==> config.mk <==
export PLATFORM = sky130hd
export DESIGN_NAME = upsample_read_scheduler
export DESIGN_NICKNAME = d
export VERILOG_FILES = /design/src/rtl/upsample_read_scheduler_pkg.sv /design/src/rtl/upsample_read_scheduler_row_counter.sv /design/src/rtl/upsample_read_scheduler.sv
export SDC_FILE = /design/constraint.sdc
export NUM_CORES = 1
export LEC_CHECK = 0
export ABC_CLOCK_PERIOD_IN_PS = 3200
export CORE_AREA = 4 4 121 123
export DETAILED_ROUTE_END_ITERATION = 16
export DIE_AREA = 0 0 125 127
export GPL_TIMING_DRIVEN = 0
export PLACE_DENSITY = 0.77
export RECOVER_POWER = 25
export SLEW_MARGIN = 0
export SYNTH_ARGS = -nofsm -noshare
export SYNTH_HDL_FRONTEND = slang
export SYNTH_SLANG_ARGS = --single-unit
==> constraint.sdc <==
create_clock -name system_clk -period 3.2 [get_ports system_clk]
set_input_delay 0.96 -clock system_clk [delete_from_list [all_inputs] [get_ports system_clk]]
set_output_delay 0.96 -clock system_clk [all_outputs]
set_load 0.02 [all_outputs]
==> src/rtl/upsample_read_scheduler_pkg.sv <==
// Shared types and defaults for the upsample FIFO read scheduler.
// Each input row is read twice: once through the virtual pointer and once through the real pointer.
package upsample_read_scheduler_pkg;

    localparam int DATA_R_DEF  = 128;
    localparam int DEPTH_R_DEF = 11;
    localparam int ROWS_W_DEF  = 10;

    typedef enum logic [2:0] {
        IDLE = 3'd0,
        RD0  = 3'd1,
        SW0  = 3'd2,
        GAP0 = 3'd3,
        RD1  = 3'd4,
        SW1  = 3'd5,
        GAP1 = 3'd6,
        FIN  = 3'd7
    } state_t;

    function automatic logic is_read_state(input state_t s);
        return (s == RD0) || (s == RD1);
    endfunction

    function automatic logic is_switch_state(input state_t s);
        return (s == SW0) || (s == SW1);
    endfunction

endpackage

==> src/rtl/upsample_read_scheduler_row_counter.sv <==
// Column/row counter pair for the read scheduler, with last-word and last-row flags
// compared against the latched frame configuration.
module upsample_row_counter #(
    parameter int COL_W = 11,
    parameter int ROW_W = 10
) (
    input  logic             clk,
    input  logic             rst_n,
    input  logic             load,
    input  logic             col_en,
    input  logic             row_en,
    input  logic [COL_W-1:0] row_words,
    input  logic [ROW_W-1:0] row_num,
    output logic [COL_W-1:0] col_cnt,
    output logic             col_last,
    output logic             row_last
);

    localparam logic [COL_W-1:0] COL_ONE = COL_W'(1);
    localparam logic [ROW_W-1:0] ROW_ONE = ROW_W'(1);

    logic [ROW_W-1:0] row_cnt;

    // The column counter wraps to zero on the last word so both passes of a row start aligned.
    always_ff @(posedge clk) begin
        if (!rst_n) begin
            col_cnt <= '0;
        end else if (load) begin
            col_cnt <= '0;
        end else if (col_en) begin
            if (col_last) begin
                col_cnt <= '0;
            end else begin
                col_cnt <= col_cnt + COL_ONE;
            end
        end
    end

    always_ff @(posedge clk) begin
        if (!rst_n) begin
            row_cnt <= '0;
        end else if (load) begin
            row_cnt <= '0;
        end else if (row_en) begin
            row_cnt <= row_cnt + ROW_ONE;
        end
    end

    assign col_last = (col_cnt == (row_words - COL_ONE));
    assign row_last = (row_cnt == (row_num - ROW_ONE));

endmodule

==> src/rtl/upsample_read_scheduler.sv <==
// Read-side controller for the upsample FIFO: 2x vertical nearest-neighbour upsampling by
// reading each row via the virtual pointer, switching, then re-reading via the real pointer.
module upsample_read_scheduler
    import upsample_read_scheduler_pkg::*;
#(
    parameter int DATA_R  = DATA_R_DEF,
    parameter int DEPTH_R = DEPTH_R_DEF,
    parameter int ROWS_W  = ROWS_W_DEF
) (
    input  logic               system_clk,
    input  logic               rst_n,
    input  logic               i_start,
    input  logic [DEPTH_R-1:0] i_row_words,
    input  logic [ROWS_W-1:0]  i_row_num,
    output logic               o_busy,
    output logic               o_done,
    output logic               o_fifo_rden,
    output logic               o_fifo_change_point,
    output logic [DEPTH_R-1:0] o_fifo_almost_empty_threshold,
    input  logic               i_fifo_hold,
    input  logic [DATA_R-1:0]  i_fifo_rddata,
    output logic [DATA_R-1:0]  o_data,
    output logic               o_valid,
    input  logic               i_ready,
    output logic               o_last,
    output logic               o_pass,
    output state_t             dbg_state,
    output logic               dbg_ptr_sel,
    output logic [DEPTH_R-1:0] dbg_col_cnt
);

    // Stream handshake: a word transfers in any cycle with o_valid && i_ready; o_valid never
    // depends on i_ready, and o_data/o_last/o_pass hold steady while o_valid && !i_ready.

    state_t             state;
    state_t             state_nx;
    logic [DEPTH_R-1:0] row_words_q;
    logic [ROWS_W-1:0]  row_num_q;
    logic               ptr_sel_q;
    logic [DEPTH_R-1:0] col_cnt;
    logic               col_last;
    logic               row_last;
    logic               load;
    logic               row_en;
    logic               valid;
    logic               rden;

    assign load   = (state == IDLE) && i_start;
    assign row_en = (state == GAP1);
    assign valid  = is_read_state(state) && !i_fifo_hold;
    assign rden   = valid && i_ready;

    upsample_row_counter #(
        .COL_W(DEPTH_R),
        .ROW_W(ROWS_W)
    ) u_row_counter (
        .clk      (system_clk),
        .rst_n    (rst_n),
        .load     (load),
        .col_en   (rden),
        .row_en   (row_en),
        .row_words(row_words_q),
        .row_num  (row_num_q),
        .col_cnt  (col_cnt),
        .col_last (col_last),
        .row_last (row_last)
    );

    always_ff @(posedge system_clk) begin
        if (!rst_n) begin
            row_words_q <= '0;
            row_num_q   <= '0;
        end else if (load) begin
            row_words_q <= i_row_words;
            row_num_q   <= i_row_num;
        end
    end

    // Mirrors the FIFO's pointer_select so the two never disagree after a switch.
    always_ff @(posedge system_clk) begin
        if (!rst_n) begin
            ptr_sel_q <= 1'b0;
        end else if (state == SW0) begin
            ptr_sel_q <= 1'b1;
        end else if (state == SW1) begin
            ptr_sel_q <= 1'b0;
        end
    end

    always_ff @(posedge system_clk) begin
        if (!rst_n) begin
            state <= IDLE;
        end else begin
            state <= state_nx;
        end
    end

    always_comb begin
        state_nx = state;
        unique case (state)
            IDLE: begin
                if (i_start) begin
                    if ((i_row_words == '0) || (i_row_num == '0)) begin
                        state_nx = FIN;
                    end else begin
                        state_nx = RD0;
                    end
                end
            end
            RD0: begin
                if (rden && col_last) begin
                    state_nx = SW0;
                end
            end
            SW0:  state_nx = GAP0;
            GAP0: state_nx = RD1;
            RD1: begin
                if (rden && col_last) begin
                    state_nx = SW1;
                end
            end
            SW1:  state_nx = GAP1;
            GAP1: begin
                if (row_last) begin
                    state_nx = FIN;
                end else begin
                    state_nx = RD0;
                end
            end
            FIN:  state_nx = IDLE;
            default: state_nx = IDLE;
        endcase
    end

    always_comb begin
        o_busy                        = (state != IDLE);
        o_done                        = (state == FIN);
        o_fifo_change_point           = is_switch_state(state);
        o_valid                       = valid;
        o_fifo_rden                   = rden;
        o_last                        = valid && col_last;
        o_pass                        = (state == RD1);
        o_fifo_almost_empty_threshold = row_words_q;
    end

    assign o_data      = i_fifo_rddata;
    assign dbg_state   = state;
    assign dbg_ptr_sel = ptr_sel_q;
    assign dbg_col_cnt = col_cnt;

endmodule
# Word-level counts from Yosys, hierarchy flattened
# Index checks and enable logic that the tools add are counted.
# op_classes
n_addsub,4
mul,0
div_mod_pow,0
order_cmp,0
n_eq_ne,12
n_shift,0
n_mux,9
n_bitwise,1
n_reduce_logical,16
# op_table
operator,count
$pmux W3 S8,1
$mux W3,5
$eq A3 B3 Y1 const B,4
$add A11 B1 Y11 const B,1
$eq A11 B11 Y1,1
$logic_not A11 Y1,1
$mux W11,1
$sub A11 B1 Y11 const B,1
$add A10 B1 Y10 const B,1
$eq A10 B10 Y1,1
$logic_not A10 Y1,1
$sub A10 B1 Y10 const B,1
$eq A3 B2 Y1 const B,2
$logic_and A1 B1 Y1,5
$ne A2 B1 Y1 const B,2
$eq A3 B1 Y1 const B,1
$logic_not A3 Y1,1
$logic_or A1 B1 Y1,3
$reduce_and A3 Y1,1
$reduce_bool A3 Y1,1
$mux W1,2
$ne A2 B2 Y1 const B,1
$reduce_bool A2 Y1,1
$reduce_or A2 Y1,1
2 further kinds,2
# word_totals
ff_bits,46
latchBits,0
ram_bits,0
rom_bits,0
in_bits,154
out_inout_bits,161
word_cells,48
mem_count,0

# Longest topological paths before layout
# logic_depth
depth_word,7
depth_mapped,10

# By module
# A second synthesis with hierarchy kept.
# hier_totals
hier_cells,483
area_unflattened_um2,3897.5
# by_module_without_submodules
mod,instances,cells_each,area_per_inst_um2,seq_area_each_um2
upsample_read_scheduler,1,275,2120.8,500.5
upsample_row_counter,1,208,1776.7,420.4

# Worst setup path before layout
# Ideal clock, no wire load.
# synth_timing
path_kind,register to output
startpoint,reg row_words_q[0] (netlist: o_fifo_almost_empty_threshold[0])
endpoint,out o_last
arrival_time_ps,2736
required_ps,2240
slack_ps,-496
path_stages_with_launch,10
n_path_buf,1
cell_sequence,dfxtp_1 > inv_1 > ha_1 > o21ba_1 > a221oi_1 > a41o_1 > nand2_1 > or4_4 > buf_6 > nor4_1
# synth_between
elab_chain_len,3
# synth_lines
item,line,rtl
start: declaration,upsample_read_scheduler.sv:37,logic [DEPTH_R-1:0] row_words_q;
start signal: assignment,upsample_read_scheduler.sv:74,row_words_q <= i_row_words;
$sub A11 B1 Y11,upsample_read_scheduler_row_counter.sv:49,assign col_last = (col_cnt == (row_words - COL_ONE));
$eq A11 B11 Y1,upsample_read_scheduler_row_counter.sv:49,
$logic_and A1 B1 Y1,upsample_read_scheduler.sv:141,o_last = valid && col_last;
end: declaration,upsample_read_scheduler.sv:25,"output logic o_last,"
# Every way passes these cells.

# Worst setup path in the final report
# Ends and elaborated chain as after synthesis.

==> summary by stage <==
Outcome
The run finished, with violations left. The final reports fail on setup timing.

Clock tree
The register clock-pin slew on the reported worst setup and hold paths is 0.07 ns. For the worst-skew pair, the clock arrives at the later sink with an insertion delay of 0.28 ns. The clock tree from TritonCTS is yes. The number of buffers inserted during clock tree synthesis is 5. Counting every sink on the clock net gives 46. Counting along the longest clock path gives a buffer depth of 2. The cell chosen for the clock root is clkbuf_16.

CTS built an H-tree with a depth of 2.

Layout
Leaving out filler cells and counting taps, the final layout contains 855. For this run, the post-layout net count is between 800 and 900. The post-layout instance area is about 6000 sq um. The count of filler cells inserted in the layout is 1338. The antenna diode instance count is 0. The post-route netlist has 25.0% of its cells at a drive strength greater than 1. Compared with the post-synthesis result, the final layout area differs by 63.6%.

Placed design
During placement, the flow inserted port buffers numbering roughly 190. Including well taps, the total number of placed cells is ~840. The post-placement cell area is 5790 sq um. Detailed placement finished with a half-perimeter wire length of 9990 um. The congestion estimate from routability-driven global placement came to 0.813.

Critical path
The startpoint type of the worst setup path is a register. The worst register-to-register path has a setup slack of about 0.63 ns. The path type of the worst setup path is register to output pin. The top fanout value on the critical path is 4. The reg-to-reg critical path endpoint is dbg_state[1]$_SDFFE_PN0P_. The number of cells traversed by the worst register-to-register path is 10.

STA puts the critical path data required time at 2.24 ns. STA classifies the critical path endpoint as an output pin. Data arrives at the worst endpoint at about 2.5 ns. In this run the critical register-to-register path is launched from o_fifo_almost_empty_threshold[0]$_SDFFE_PN0P_.

Synthesis
Of the total synthesized cell area, the portion taken by AND, OR, NAND and NOR gates is 22.1%. Counting flops with a built-in enable in the synthesized netlist gives 0. The largest family of logic cells by synthesized area is buffers and inverters.

The mean post-synth cell area is 7.76 sq um. The number of library cell types mapped by synthesis is 55. Counting every instance in the synthesized netlist gives 474. Of all flip-flops after synthesis, the portion carrying an async set or reset was 0%. Synthesis inferred 46 register bits. The most used flip-flop cell after synthesis is dfxtp_1.

Of the total synthesized cell area, the portion taken by XOR and XNOR cells is about a tenth. Summing every instance area after synthesis gives 3680 sq um. Summing the sequential cell areas from Yosys gives 25.0% of the chip area. The net count after synthesis is 632. The synthesized netlist devotes 12.5% of its cell area to compound gates.

The fraction of the mapped netlist area in adder cells is 1.36%. During synthesis, Yosys emitted a total of 0 warnings. The multiplexer share of the synthesized area is 0.544%.

Detailed routing
The routed wire length is 11700 um. Dividing the detail-routed wire length by the instance count gives 13.7 um. The first detailed-routing pass ran for 4 iterations. The via count is 3728. The detail-routed via count per cell is 4.36.

The detail route stage leaves a number of antenna-violating nets equal to 0. The number of design-rule violations left by the first detailed-router iteration is ~190. The post-route DRC violation count is 0.

STA
The final number of max-transition violations is 0. The final period demand of the worst path is between 3 and 4 ns. The number of failing hold endpoints at the final stage is 0. The setup slack of the critical path after layout is -0.218 ns. Setup repair after global routing could not meet its margin everywhere. The worst setup skew after layout is 0.00611 ns. The highest achievable clock rate is 293 MHz. Adding up every negative setup slack in the final design gives -0.218 ns. The final setup violation count is 1. Of the available clock period, the critical path in the final layout requires 107%. The slew at the pin closest to its max-slew limit is 0.774 ns. The worst pin sits at a relative slew slack of 47.7%.

Min path
The worst min-delay path class is register to register. Along the worst hold path, the cell count comes to 2. In this run the most critical hold path is launched from row_num_q[9]$_SDFFE_PN0P_. The path with the worst hold slack has its endpoint at row_num_q[9]$_SDFFE_PN0P_.

Floorplanning
The die outline area is 15900 sq um. The placeable core area is 13700 sq um. The width of the die is around 130 um.

Row generation in the floorplan step produced between 40 and 50 rows. The floorplan step set the die height to approximately 130 um. Pin placement for this block handled 315 I/O pins.

The initial utilization of the core area, before any placement, comes to a little over a quarter.

Power
Summed over all cells, the static leakage comes to around 2.5 nW. The net switching power figure is 0.000537 W. Combinational logic is responsible for 37.3% of the overall power. Across the VDD grid, the largest voltage drop is 183 uV. The switching part of the total is a little under a third.

The internal portion of the total power is 0.00125 W. The power share of the sequential group is 34.5%. The power density relative to cell area is 296 nW/um^2. The clock network fraction of total power is 28.2%. The overall power is 0.00178 W.

Global route
For this run, the total global-route usage over all layers was measured as 13.4%. The total congestion overflow after global routing is 0. Entering global routing, the biggest net connects 15 pins. The first global-routing pass estimated around 18000 um of wire.

The initial antenna violation count was 0. The number of global-route vias before repair is 3721.

Flow run
Across the run, the number of max-cap violations was 0.
==> worst max-delay path, cell delays in order (launching register included) <==
cell and delay [ns]:
dfxtp_4 0.37, inv_4 0.06, ha_4 0.12, nor4b_4 0.26
and3_4 0.25, a211o_1 0.13, a31oi_2 0.11, or4_4 0.54
nor4_4 0.15, buf_4 0.18
==> power by group through the flow <==
stage | clock network (W) | registers (W) | logic (W)
2_1_floorplan | 0 | 0.000633 | 0.000390
3_3_place_gp | 0 | 0.000628 | 0.000651
3_5_place_dp | 0 | 0.000629 | 0.000657
4_1_cts | 0.000514 | 0.000615 | 0.000673
5_1_grt | 0.000532 | 0.000618 | 0.000714
6_report | 0.000502 | 0.000615 | 0.000666
==> registers in the layout (all words and copies together), names as in the netlist <==
register                       flops
u_row_counter.col_cnt             11
row_num_q                         10
u_row_counter.row_cnt             10
dbg_ptr_sel                        1
dbg_state                          3
o_fifo_almost_empty_threshold     11
==> per-layer routing <==
layer / GRT usage, % / up-vias / part of all wire (%)
met3: 4.64 / 16 / 10
met5: 0 / - / 0
met1: 14.5 / 1650 / 35
met2: 25.3 / 191 / 54
met4: 3.13 / 0 / 1.3
li1: - / 1871 / -
==> synth_stat cells (4+ instances only) <==
library cell    n  area, sq um
clkbuf_1       13         48.8
nand3_1        10         50.1
dfxtp_1        46          921
a31oi_1         5         31.3
xnor2_1        21          184
xor2_1         17          149
nor2_1         26         97.6
inv_1           9         33.8
and3_1          9         56.3
a21oi_1        12         60.1
nand4_1         8         50.1
buf_4         128          961
nor4_1          7         43.8
nor3_1          8         40.0
o21ai_0         6         30.0
nand2_1        71          267
a21boi_0       21          158
ha_1            4         50.1
==> cells in the final DEF (no fill, tap or decap), types with 3 or more instances in the layout <==
| cell type | n |
|---|---|
| xor2_1 | 17 |
| a31oi_1 | 4 |
| nand3_1 | 10 |
| nor3_1 | 7 |
| inv_1 | 6 |
| and2_1 | 3 |
| nor4_1 | 6 |
| ha_1 | 3 |
| a21oi_1 | 12 |
| nor2b_1 | 3 |
| clkbuf_16 | 5 |
| dfxtp_1 | 44 |
| a21boi_0 | 21 |
| nand2_1 | 70 |
| a211o_1 | 3 |
| nor4b_1 | 3 |
| and3_1 | 8 |
| o21ai_0 | 5 |
| dlygate4sd3_1 | 10 |
| clkbuf_1 | 14 |
| nand4_1 | 8 |
| clkdlybuf4s50_1 | 171 |
| buf_4 | 138 |
| xnor2_1 | 21 |
| nor2_1 | 26 |
==> logic make-up (layout without fill, tap and decap cells) <==
group	after synthesis	in the layout
flops	46	46
xor+xnor	39	39
simple gates	164	164
buf+inv	153	354
mux	2	2
compound gates	66	66
fa+ha+maj	4	4
==> cell type report <==
cell class                      instances  area, sq um  area share [%]
Buffer                                143         1020            17.0
Clock buffer                            6          129            2.14
Clock inverter                          2         10.0           0.166
Inverter                                9         36.3           0.603
Multi-Input combinational cell        275         1750            29.1
Sequential cell                        46          928            15.4
Tap cell                              180          225            3.74
Timing Repair Buffer                  194         1920            31.9
==> stage by stage <==
step	setup WS (ns)	utilization, %	hold WS [ns]
floorplan	0.0158	-	0.454
global placement	-0.562	42.4	0.475
detailed placement	-0.610	42.4	0.475
CTS	-0.222	44.0	0.483
global route	-0.316	44.0	0.522
finish	-0.218	44.0	0.476
==> worst max path at each step <==
stage                                                        startpoint           to  slack, ns  cells past startpoint
after floorplan           o_fifo_almost_empty_threshold[0]$_SDFFE_PN0P_       o_last       0.02                      9
after global placement                                      i_fifo_hold  o_fifo_rden      -0.56                      5
after detailed placement  o_fifo_almost_empty_threshold[1]$_SDFFE_PN0P_       o_last      -0.61                     10
after CTS                 o_fifo_almost_empty_threshold[0]$_SDFFE_PN0P_       o_last      -0.22                      9
after global routing      o_fifo_almost_empty_threshold[0]$_SDFFE_PN0P_       o_last      -0.32                      9
final                     o_fifo_almost_empty_threshold[0]$_SDFFE_PN0P_       o_last      -0.22                      9
==> timing repair <==
action / CTS / global route
hold buffers: 0 / 0
setup endpoints to repair: 3 / 2
gates resized for setup: 17 / 2
pin swaps: 7 / 2
setup buffers: 9 / 0
(Power assumes the default switching activity.)
